--- config.mk ---
export PLATFORM = sky130hd
export DESIGN_NAME = sync_gen
export DESIGN_NICKNAME = d
export VERILOG_FILES = /design/src/rtl/sync_gen_pkg.sv /design/src/rtl/pulse_stretch.sv /design/src/rtl/sync_gen.sv
export SDC_FILE = /design/constraint.sdc
export NUM_CORES = 1
export LEC_CHECK = 0
export BUFFER_PORTS_ARGS = -buffer_cell sky130_fd_sc_hd__buf_4
export CAP_MARGIN = 15
export CORE_UTILIZATION = 58
export CTS_CLUSTER_SIZE = 25
export DETAILED_ROUTE_END_ITERATION = 6
export GPL_TIMING_DRIVEN = 0
export PLACE_DENSITY = 0.84
export RECOVER_POWER = 50
export SLEW_MARGIN = 40
export SYNTH_ARGS = -nofsm -noshare
export SYNTH_HDL_FRONTEND = slang
export SYNTH_SLANG_ARGS = --single-unit
--- constraint.sdc ---
create_clock -name clk -period 3.5 [get_ports clk]
set_clock_uncertainty 0.1 [all_clocks]
set_input_delay 0.525 -clock clk [delete_from_list [all_inputs] [get_ports clk]]
set_output_delay 0.525 -clock clk [all_outputs]
set_load 0.03 [all_outputs]
--- src/rtl/sync_gen_pkg.sv ---
// ---------------------------------------------------------------------------
// sync_gen_pkg
//   Shared definitions for the sync_gen slice: FSM state encodings and the
//   smallest pulse spacing the generator will run at.
//   No ports; import with "import sync_gen_pkg::*;".
// ---------------------------------------------------------------------------
package sync_gen_pkg;

   // State encodings are fixed values so that downstream debug tooling and
   // older logic analysers that decode the raw state bits keep working.
   localparam logic [1:0] IDLE  = 2'd0;
   localparam logic [1:0] ARMED = 2'd1;
   localparam logic [1:0] RUN   = 2'd2;

   // A spacing of 0 or 1 cycles cannot produce distinct pulses, so anything
   // below this is promoted to it when the run starts.
   localparam int MIN_PERIOD = 2;

endpackage

--- src/rtl/pulse_stretch.sv ---
// ---------------------------------------------------------------------------
// pulse_stretch
//   Load/extend counter: a start request makes 'out' high for the next
//   PULSE_WIDTH enabled cycles. A new start while a pulse is running reloads
//   the counter, so back-to-back starts give one continuous high level.
//
//   Ports:
//     clk   in   system clock, rising edge
//     rst   in   asynchronous active-low reset
//     en    in   clock enable; counter and output hold when low
//     start in   begin (or restart) a pulse
//     out   out  registered stretched pulse
// ---------------------------------------------------------------------------
module pulse_stretch #(
   parameter int PULSE_WIDTH = 1
) (
   input  logic clk,
   input  logic rst,
   input  logic en,
   input  logic start,
   output logic out
);

   localparam int CW = $clog2(PULSE_WIDTH + 1);

   logic [CW-1:0] remaining;

   // 'remaining' counts the high cycles still owed including the current one,
   // so the output drops on the edge where only the last one has been served.
   always_ff @(posedge clk or negedge rst) begin
      if (!rst) begin
         remaining <= '0;
         out       <= 1'b0;
      end else if (en) begin
         if (start) begin
            remaining <= CW'(PULSE_WIDTH);
            out       <= 1'b1;
         end else if (remaining > CW'(1)) begin
            remaining <= remaining - 1'b1;
            out       <= 1'b1;
         end else begin
            remaining <= '0;
            out       <= 1'b0;
         end
      end
   end

endmodule

--- src/rtl/sync_gen.sv ---
// ---------------------------------------------------------------------------
// sync_gen
//   Periodic sync-pulse generator. After an arm request it waits for the next
//   rising edge of sync_in, then emits a stretched pulse immediately and every
//   period_q enabled cycles afterwards, where period_q is 'period' (min 2)
//   captured when the run starts.
//
//   Ports:
//     clk        in   system clock, rising edge
//     rst        in   asynchronous active-low reset
//     en         in   clock enable; all state holds when low
//     arm        in   single-cycle arm request (also stops a run)
//     sync_in    in   external sync, already synchronised to clk
//     period     in   pulse spacing in enabled cycles
//     sync_out   out  generated sync pulse (registered)
//     armed      out  high while waiting for sync_in (registered)
//     running    out  high while generating pulses (registered)
//     sync_count out  pulses emitted, wraps (registered)
// ---------------------------------------------------------------------------
module sync_gen
   import sync_gen_pkg::*;
#(
   parameter     ARCHITECTURE = "BEHAVIORAL",
   parameter int PERIOD_WIDTH = 16,
   parameter int PULSE_WIDTH  = 1,
   parameter int COUNT_WIDTH  = 16
) (
   input  logic                    clk,
   input  logic                    rst,
   input  logic                    en,
   input  logic                    arm,
   input  logic                    sync_in,
   input  logic [PERIOD_WIDTH-1:0] period,
   output logic                    sync_out,
   output logic                    armed,
   output logic                    running,
   output logic [COUNT_WIDTH-1:0]  sync_count
);

   if (ARCHITECTURE == "BEHAVIORAL") begin : g_behavioral

      logic [1:0]              state;
      logic [1:0]              next_state;
      logic                    sync_prev;
      logic [PERIOD_WIDTH-1:0] phase;
      logic [PERIOD_WIDTH-1:0] period_q;
      logic [PERIOD_WIDTH-1:0] period_clamped;
      logic [COUNT_WIDTH-1:0]  count;
      logic                    armed_q;
      logic                    running_q;
      logic                    rise;
      logic                    wrap;
      logic                    pulse_start;

      // The edge history only advances on enabled cycles, so an edge that
      // arrives while en is low is still seen once en returns.
      assign rise = sync_in & ~sync_prev;

      assign period_clamped = (period < PERIOD_WIDTH'(MIN_PERIOD)) ?
                              PERIOD_WIDTH'(MIN_PERIOD) : period;

      assign wrap = (state == RUN) && (phase == period_q - 1'b1);

      // A pulse starts on the aligning edge, or on a wrap unless an arm
      // request in the same cycle is pulling the run back to ARMED.
      assign pulse_start = en & (((state == ARMED) & rise) | (wrap & ~arm));

      // Next-state decode; arm in ARMED is deliberately ignored so that a
      // repeated request does not disturb the wait for sync_in.
      always_comb begin
         next_state = state;
         unique case (state)
            IDLE:    if (arm)  next_state = ARMED;
            ARMED:   if (rise) next_state = RUN;
            RUN:     if (arm)  next_state = ARMED;
            default:           next_state = IDLE;
         endcase
      end

      // FSM, phase counter, latched period and the status flags. The flags
      // are registered from next_state so they line up with 'state'.
      always_ff @(posedge clk or negedge rst) begin
         if (!rst) begin
            state     <= IDLE;
            sync_prev <= 1'b0;
            phase     <= '0;
            period_q  <= '0;
            armed_q   <= 1'b0;
            running_q <= 1'b0;
         end else if (en) begin
            sync_prev <= sync_in;
            state     <= next_state;
            armed_q   <= (next_state == ARMED);
            running_q <= (next_state == RUN);
            if ((state == ARMED) && rise) begin
               phase    <= '0;
               period_q <= period_clamped;
            end else if ((state == RUN) && !arm) begin
               if (wrap) begin
                  phase <= '0;
               end else begin
                  phase <= phase + 1'b1;
               end
            end
         end
      end

      // Pulse counter steps on the same edge that raises sync_out.
      always_ff @(posedge clk or negedge rst) begin
         if (!rst) begin
            count <= '0;
         end else if (pulse_start) begin
            count <= count + 1'b1;
         end
      end

      pulse_stretch #(
         .PULSE_WIDTH (PULSE_WIDTH)
      ) u_stretch (
         .clk   (clk),
         .rst   (rst),
         .en    (en),
         .start (pulse_start),
         .out   (sync_out)
      );

      assign armed      = armed_q;
      assign running    = running_q;
      assign sync_count = count;

   end else begin : g_vendor

      // VIRTEX5 / VIRTEX6 primitive versions are not provided; outputs stay
      // inactive so a wrong selection is obvious rather than floating.
      assign sync_out   = 1'b0;
      assign armed      = 1'b0;
      assign running    = 1'b0;
      assign sync_count = '0;

   end

endmodule

==> key figures, run 1 <==
Floorplanning
  • Initial Util: 62.4%
  • Width of the die: 74.4 microns
  • Core ar.: 0.00488 sq mm
  • Die Height: 74.4 microns
  • I/O pins: 40
  • # rows: 25
  • Area of the die: 0.00554 sq mm

Logic synthesis
  • Post-synth top area cell: dfrtp_1
  • FF+latch count, synth: 54
  • Post-synth EDFFs: 0
  • Top-count cell post-synth: dfrtp_1
  • Synthesized cell area: 0.00304 sq mm
  • Dominant synthesized flop cell: dfrtp_1
  • Sequential area share after synthesis: 44.4%
  • Syn nets: 322
  • Area contributors post-synth: dfrtp_1 44%, xnor2_1 8.1%, mux2_2 6.7%
  • Post-synthesis cell count: 298
  • FFs w/ async S/R, synth: 100%
  • Post-synthesis cell type count: 53
  • Synth Warn #: 0
  • Top-area cell type share of the netlist area: 44.4%
  • Synth cell count leaders: 54 x dfrtp_1, 33 x nor2_1, 28 x xnor2_1, 20 x nand2_1, 18 x mux2_2
  • Synth Area per Inst: 10.2 sq um

Clock network
  • Maximum clock path buffer count: 2
  • CTS buffer count: 5
  • Root Driver: clkbuf_8
  • Worst-path clk slew: 0.09 ns
  • Post-CTS setup buffers: 0
  • Worst-Skew Late Latency: 0.31 ns
  • Post-CTS Resized: 1
  • Total clock sinks: 54
  • Hold-fix buffers, CTS: 0
  • CTS tree: built
  • H-Tree Depth: 2

Placement
  • Placed cell count: 404
  • I/O Buffers: 39
  • Detailed-placement wirelength estimate: 4750 microns
  • Routability cong.: 0.832

Drt
  • Vias/cell: 5.77
  • Number of detailed-route iterations in the first pass: 5
  • DR iter-0 viols: 170
  • Vias: 2371
  • Routed len/inst: 15.3 microns
  • WL final: 6290 microns
  • Post-route ant nets: 0
  • Remaining routing DRC violations: 0

Power
  • Leak: 1.57 nW
  • Max IR drop VDD: 0.324 mV
  • P per Cell Area: 605 mW/mm^2
  • Final Power: 0.00211 W

Finish
  • FF/Latch Area: 0.00135 sq mm
  • Area Overhead vs Synth: 14.4%
  • Finished Core Util: 71.4%
  • Proportion of layout cells with a drive suffix above 1: 21.5%
  • # fillers: 381
  • Final #Nets: 368
  • Fin cells: 411
  • Area of the multi-input gates: 0.00160 sq mm
  • Diode count: 0

STA
  • Max Freq: 308 MHz
  • Slew Limit Fails: 0
  • Final setup fails: 0
  • Unrepaired setup endpoints after global routing: false
  • Fin crit share: 92.8%
  • Fin. Hold Viols: 0
  • TNS Setup: 0 ns
  • Slew margin rel.: 12.3%
  • Final worst path period need: 3.25 ns
  • Worst slew pin tran: 1.32 ns

Run
  • Max-Cap Viols: 0

Global route
  • Total track usage: 24.9%
  • Vias in the first global route: 2294
  • First-pass GRT wire length: 10400 microns
  • Total gr overflow: 0
  • Initial antenna violation count: 0
  • Largest net degree at the start of global routing: 55

Critical path
  • Worst-path maximum fanout: 10
  • Worst setup EP type: flop
  • WS Path Type: reg2reg
  • Startpoint types: flop
  • Worst Path Required: 3.59 ns
  • Crit path arrival time: 3.34 ns

Status
  • Status: finished clean

Hold path
  • Tightest Hold Check Type: in2reg
## where the power goes
part           internal (W)  switching (W)  leakage (nW)  total, W
logic              0.000382       0.000438         0.824  0.000820
registers          0.000769       0.000187         0.706  0.000956
clock network      0.000138       0.000192        0.0373  0.000330
total               0.00129       0.000816          1.57   0.00211
## layout make-up
cell class | count | share of cell area (%)
multi-input cells | 222 | 45.8
flip-flops and latches | 54 | 38.8
clock buffers | 6 | 2.08
repair buffers | 39 | 7.58
well taps | 67 | 2.41
inverters | 13 | 1.40
clock inverters | 1 | 0.216
plain buffers | 9 | 1.65
## sequential cells by signal, indices dropped and copies added, names as in the netlist
| signal | flops |
|---|---|
| g_behavioral.sync_prev | 1 |
| g_behavioral.phase | 16 |
| g_behavioral.period_q | 16 |
| armed | 1 |
| g_behavioral.state | 2 |
| sync_count | 16 |
| running | 1 |
| g_behavioral.u_stretch.remaining | 1 |
## metal layers
layer  share of wire (%)  GRT usage (%)  wire length [microns]  vias up
met3                 4.9           4.47                    308        9
met2                  48           40.2                   3020       63
li1                    -              -                      -     1138
met1                  46           33.7                   2880     1161
met4                 1.3           9.43                     82        0
met5                   0              0                      0        -
## placed cells by master, fill, tap and decap left out, drive strengths merged, types with 2 or more instances in the layout
master	n
buf	35
nand2	23
ha	3
clkbuf	19
nor4b	2
o21bai	2
nor4	11
and3	6
o311ai	2
nand3	12
nor2b	2
and2	2
dfrtp	54
a21oi	4
nor3	7
nand4	9
a311oi	3
nor2	34
inv	13
or4	4
xor2	14
o21ai	8
a31oi	2
xnor2	31
or3	4
nor3b	3
mux2	18
## cells by family after synthesis
group	after synthesis	synth area share (%)
compound gates	32	8.27
xor+xnor	45	13.7
fa+ha+maj	3	1.23
buf+inv	22	3.50
flops	54	44.4
mux	19	6.99
simple gates	123	21.9
## worst max-delay path, stage by stage (launching register included)
cell	delay (ns)
dfrtp_1	0.37
clkbuf_1	0.20
or4_1	0.50
buf_2	0.17
o21ai_0	0.27
a311oi_1	0.16
nor4_1	0.33
nand4_2	0.28
o31ai_4	0.30
buf_6	0.22
buf_6	0.16
nor2_1	0.05
## path summary, 6_finish.rpt
| kind | start | end | slack [ns] | depth (start not counted) |
|---|---|---|---|---|
| max in group asynchronous | rst | g_behavioral.period_q[3] | 2.11 | 1 |
| worst min register to register | sync_count[15] | sync_count[15] | 0.38 | 1 |
| worst max register to register | g_behavioral.period_q[2] | g_behavioral.phase[8] | 0.25 | 11 |
| worst max-delay path | g_behavioral.period_q[2] | g_behavioral.phase[8] | 0.25 | 11 |
| worst min-delay path | period[0] | g_behavioral.period_q[0] | 0.34 | 2 |
| min in group asynchronous | rst | running | 0.40 | 1 |
## through the flow
step	area (sq um)	setup WS (ns)	hold slack, ns
6_report	3480	0.252	0.343
3_3_place_gp	3420	0.186	0.364
5_1_grt	3480	0.0282	0.328
4_1_cts	3500	0.220	0.169
2_1_floorplan	3040	0.554	0.129
3_5_place_dp	3420	-0.00990	0.372
Note: power is estimated with default switching activity, not from simulation.
==> run 2: changes to the inputs <==
--- a/config.mk
+++ b/config.mk
@@ -7,6 +7,7 @@
 export LEC_CHECK = 0
 export BUFFER_PORTS_ARGS = -buffer_cell sky130_fd_sc_hd__buf_4
 export CAP_MARGIN = 15
+export CORE_ASPECT_RATIO = 1.2
 export CORE_UTILIZATION = 58
 export CTS_CLUSTER_SIZE = 25
 export DETAILED_ROUTE_END_ITERATION = 6
==> key figures, run 2 (synthesized netlist as in run 1, its figures left out) <==
Drt
  • DR iter-0 viols: 137 (was 170)
  • Routed len/inst: 16.0 microns (was 15.3 microns)
  • Vias/cell: 5.93 (was 5.77)
  • Remaining routing DRC violations: 0 (unchanged)
  • WL final: 6500 microns (was 6290 microns)
  • Number of detailed-route iterations in the first pass: 4 (was 5)
  • Vias: 2403 (was 2371)
  • Post-route ant nets: 0 (unchanged)

Floorplanning
  • I/O pins: 40 (unchanged)
  • Die Height: 81.3 microns (was 74.4 microns)
  • Initial Util: 61.2% (was 62.4%)
  • Core ar.: 0.00497 sq mm (was 0.00488 sq mm)
  • Area of the die: 0.00554 sq mm (about the same)
  • Width of the die: 68.1 microns (was 74.4 microns)
  • # rows: 28 (was 25)

Finish
  • Final #Nets: 368 (unchanged)
  • Diode count: 0 (unchanged)
  • Proportion of layout cells with a drive suffix above 1: 22.3% (was 21.5%)
  • Commonest non-fill, non-tap cell in the layout: dfrtp_1 (unchanged)
  • Commonest non-fill, non-tap cells in the layout: 54 x dfrtp_1, 33 x nor2_1, 31 x buf_4, 28 x xnor2_1, 20 x nand2_1 (unchanged)
  • Area Overhead vs Synth: 15.0% (was 14.4%)

Placement
  • Routability cong.: 0.894 (was 0.832)
  • Setup Slack @ Placement: 0.0968 ns (was -0.00990 ns)
  • I/O Buffers: 39 (unchanged)
  • Detailed-placement wirelength estimate: 4640 microns (was 4750 microns)

Clock network
  • Root Driver: clkbuf_8 (unchanged)
  • CTS tree: built (unchanged)
  • H-Tree Depth: 2 (unchanged)
  • Worst-Skew Late Latency: 0.31 ns (about the same)
  • Worst-path clk slew: 0.09 ns (about the same)
  • Maximum clock path buffer count: 2 (unchanged)
  • Total clock sinks: 54 (unchanged)
  • Hold-fix buffers, CTS: 0 (unchanged)
  • CTS buffer count: 5 (unchanged)

Critical path
  • Slowest stage cell on the critical path: or4_1 (unchanged)
  • Crit path cell chain: clkbuf_1, nor4_1, nand4_1, or4_1, o211ai_1, nand4_2, o31ai_4, buf_6, buf_6, nor2_1 (was clkbuf_1, or4_1, buf_2, o21ai_0, a311oi_1, nor4_1, nand4_2, o31ai_4, buf_6, buf_6, nor2_1)
  • Worst setup EP type: flop (unchanged)
  • Most used cell, CP: buf_6 (unchanged)
  • Worst-path maximum fanout: 10 (unchanged)
  • WS Path Type: reg2reg (unchanged)
  • Crit path arrival time: 3.37 ns (was 3.34 ns)
  • Startpoint types: flop (unchanged)
  • Worst Path Required: 3.61 ns (was 3.59 ns)
  • Slowest Stage Delay on Critical Path: 0.57 ns (was 0.50 ns)

Status
  • Status: finished clean (unchanged)

STA
  • TNS Setup: 0 ns (unchanged)
  • Max Freq: 307 MHz (was 308 MHz)
  • Slew margin rel.: 13.5% (was 12.3%)
  • Final setup fails: 0 (unchanged)
  • Fin. Hold Viols: 0 (unchanged)
  • Unrepaired setup endpoints after global routing: false (unchanged)
  • Fin crit share: 93.1% (was 92.8%)
  • Slew Limit Fails: 0 (unchanged)
  • Final worst path period need: 3.26 ns (was 3.25 ns)
  • Worst slew pin tran: 1.30 ns (was 1.32 ns)
  • Post-route setup slack: 0.240 ns (was 0.252 ns)

Global route
  • Total track usage: 26.2% (was 24.9%)
  • Total gr overflow: 0 (unchanged)
  • First-pass GRT wire length: 10700 microns (was 10400 microns)
  • Initial antenna violation count: 0 (unchanged)
  • Largest net degree at the start of global routing: 55 (unchanged)
  • Vias in the first global route: 2365 (was 2294)

Power
  • P per Cell Area: 624 mW/mm^2 (was 605 mW/mm^2)
  • Leak: 1.59 nW (was 1.57 nW)
  • Max IR drop VDD: 0.433 mV (was 0.324 mV)

Hold path
  • Tightest Hold Check Type: in2reg (unchanged)

Run
  • Max-Cap Viols: 0 (unchanged)
## run 2: final timing paths
path                                           from  cells after the start  slack [ns]                        end
min in group asynchronous                       rst                      1        0.39  g_behavioral.period_q[10]
max                        g_behavioral.period_q[2]                     10        0.24     g_behavioral.phase[10]
max reg2reg                g_behavioral.period_q[2]                     10        0.24     g_behavioral.phase[10]
min                                       period[0]                      2        0.35   g_behavioral.period_q[0]
min reg2reg                          sync_count[15]                      1        0.38             sync_count[15]
max in group asynchronous                       rst                      1        2.13             sync_count[12]
## run 2: cell type report
cell class	instances	area, sq um
sequential	54	1350
tap	60	75.1
fill	402	1480
buffer	9	57.6
timing repair buffer	39	268
clock buffer	5	68.8
clock inverter	3	40.0
multi-input combinational	222	1590
inverter	13	48.8
## run 2: timing repair
action,4_1_cts,5_1_grt
buffers inserted,0,0
setup endpoints to repair,0,22
resized for setup,0,1
## run 2: through the flow
step	cells	hold slack [ns]	area, sq um	util [%]	power (W)
floorplan	298	0.129	3040	-	0.00154
global placement	397	0.365	3410	68.6	0.00174
detailed placement	397	0.375	3410	68.6	0.00178
CTS	405	0.162	3520	70.7	0.00220
global route	405	0.331	3500	70.3	0.00233
finish	405	0.345	3500	70.3	0.00218
## run 2: layer usage
metal / vias to the layer above / GRT usage (%) / wire [microns] / part of all wire [%]
li1: 1144 / - / - / -
met1: 1169 / 30.1 / 2620 / 40
met2: 69 / 45.5 / 3360 / 52
met3: 21 / 5.76 / 287 / 4.4
met4: 0 / 11.7 / 229 / 3.5
met5: - / 0 / 0 / 0
## run 2: worst max-delay path, delay by kind of cell, from the launching register on
family	cells	cell delay (ns)
buf+inv	3	0.57
compound gates	2	0.44
simple gates	5	1.65
flops	1	0.38
## run 2: report_power, final
group	internal, W	switching (W)	total [W]
logic	0.000374	0.000438	0.000812
registers	0.000769	0.000192	0.000961
clock network	0.000211	0.000201	0.000411
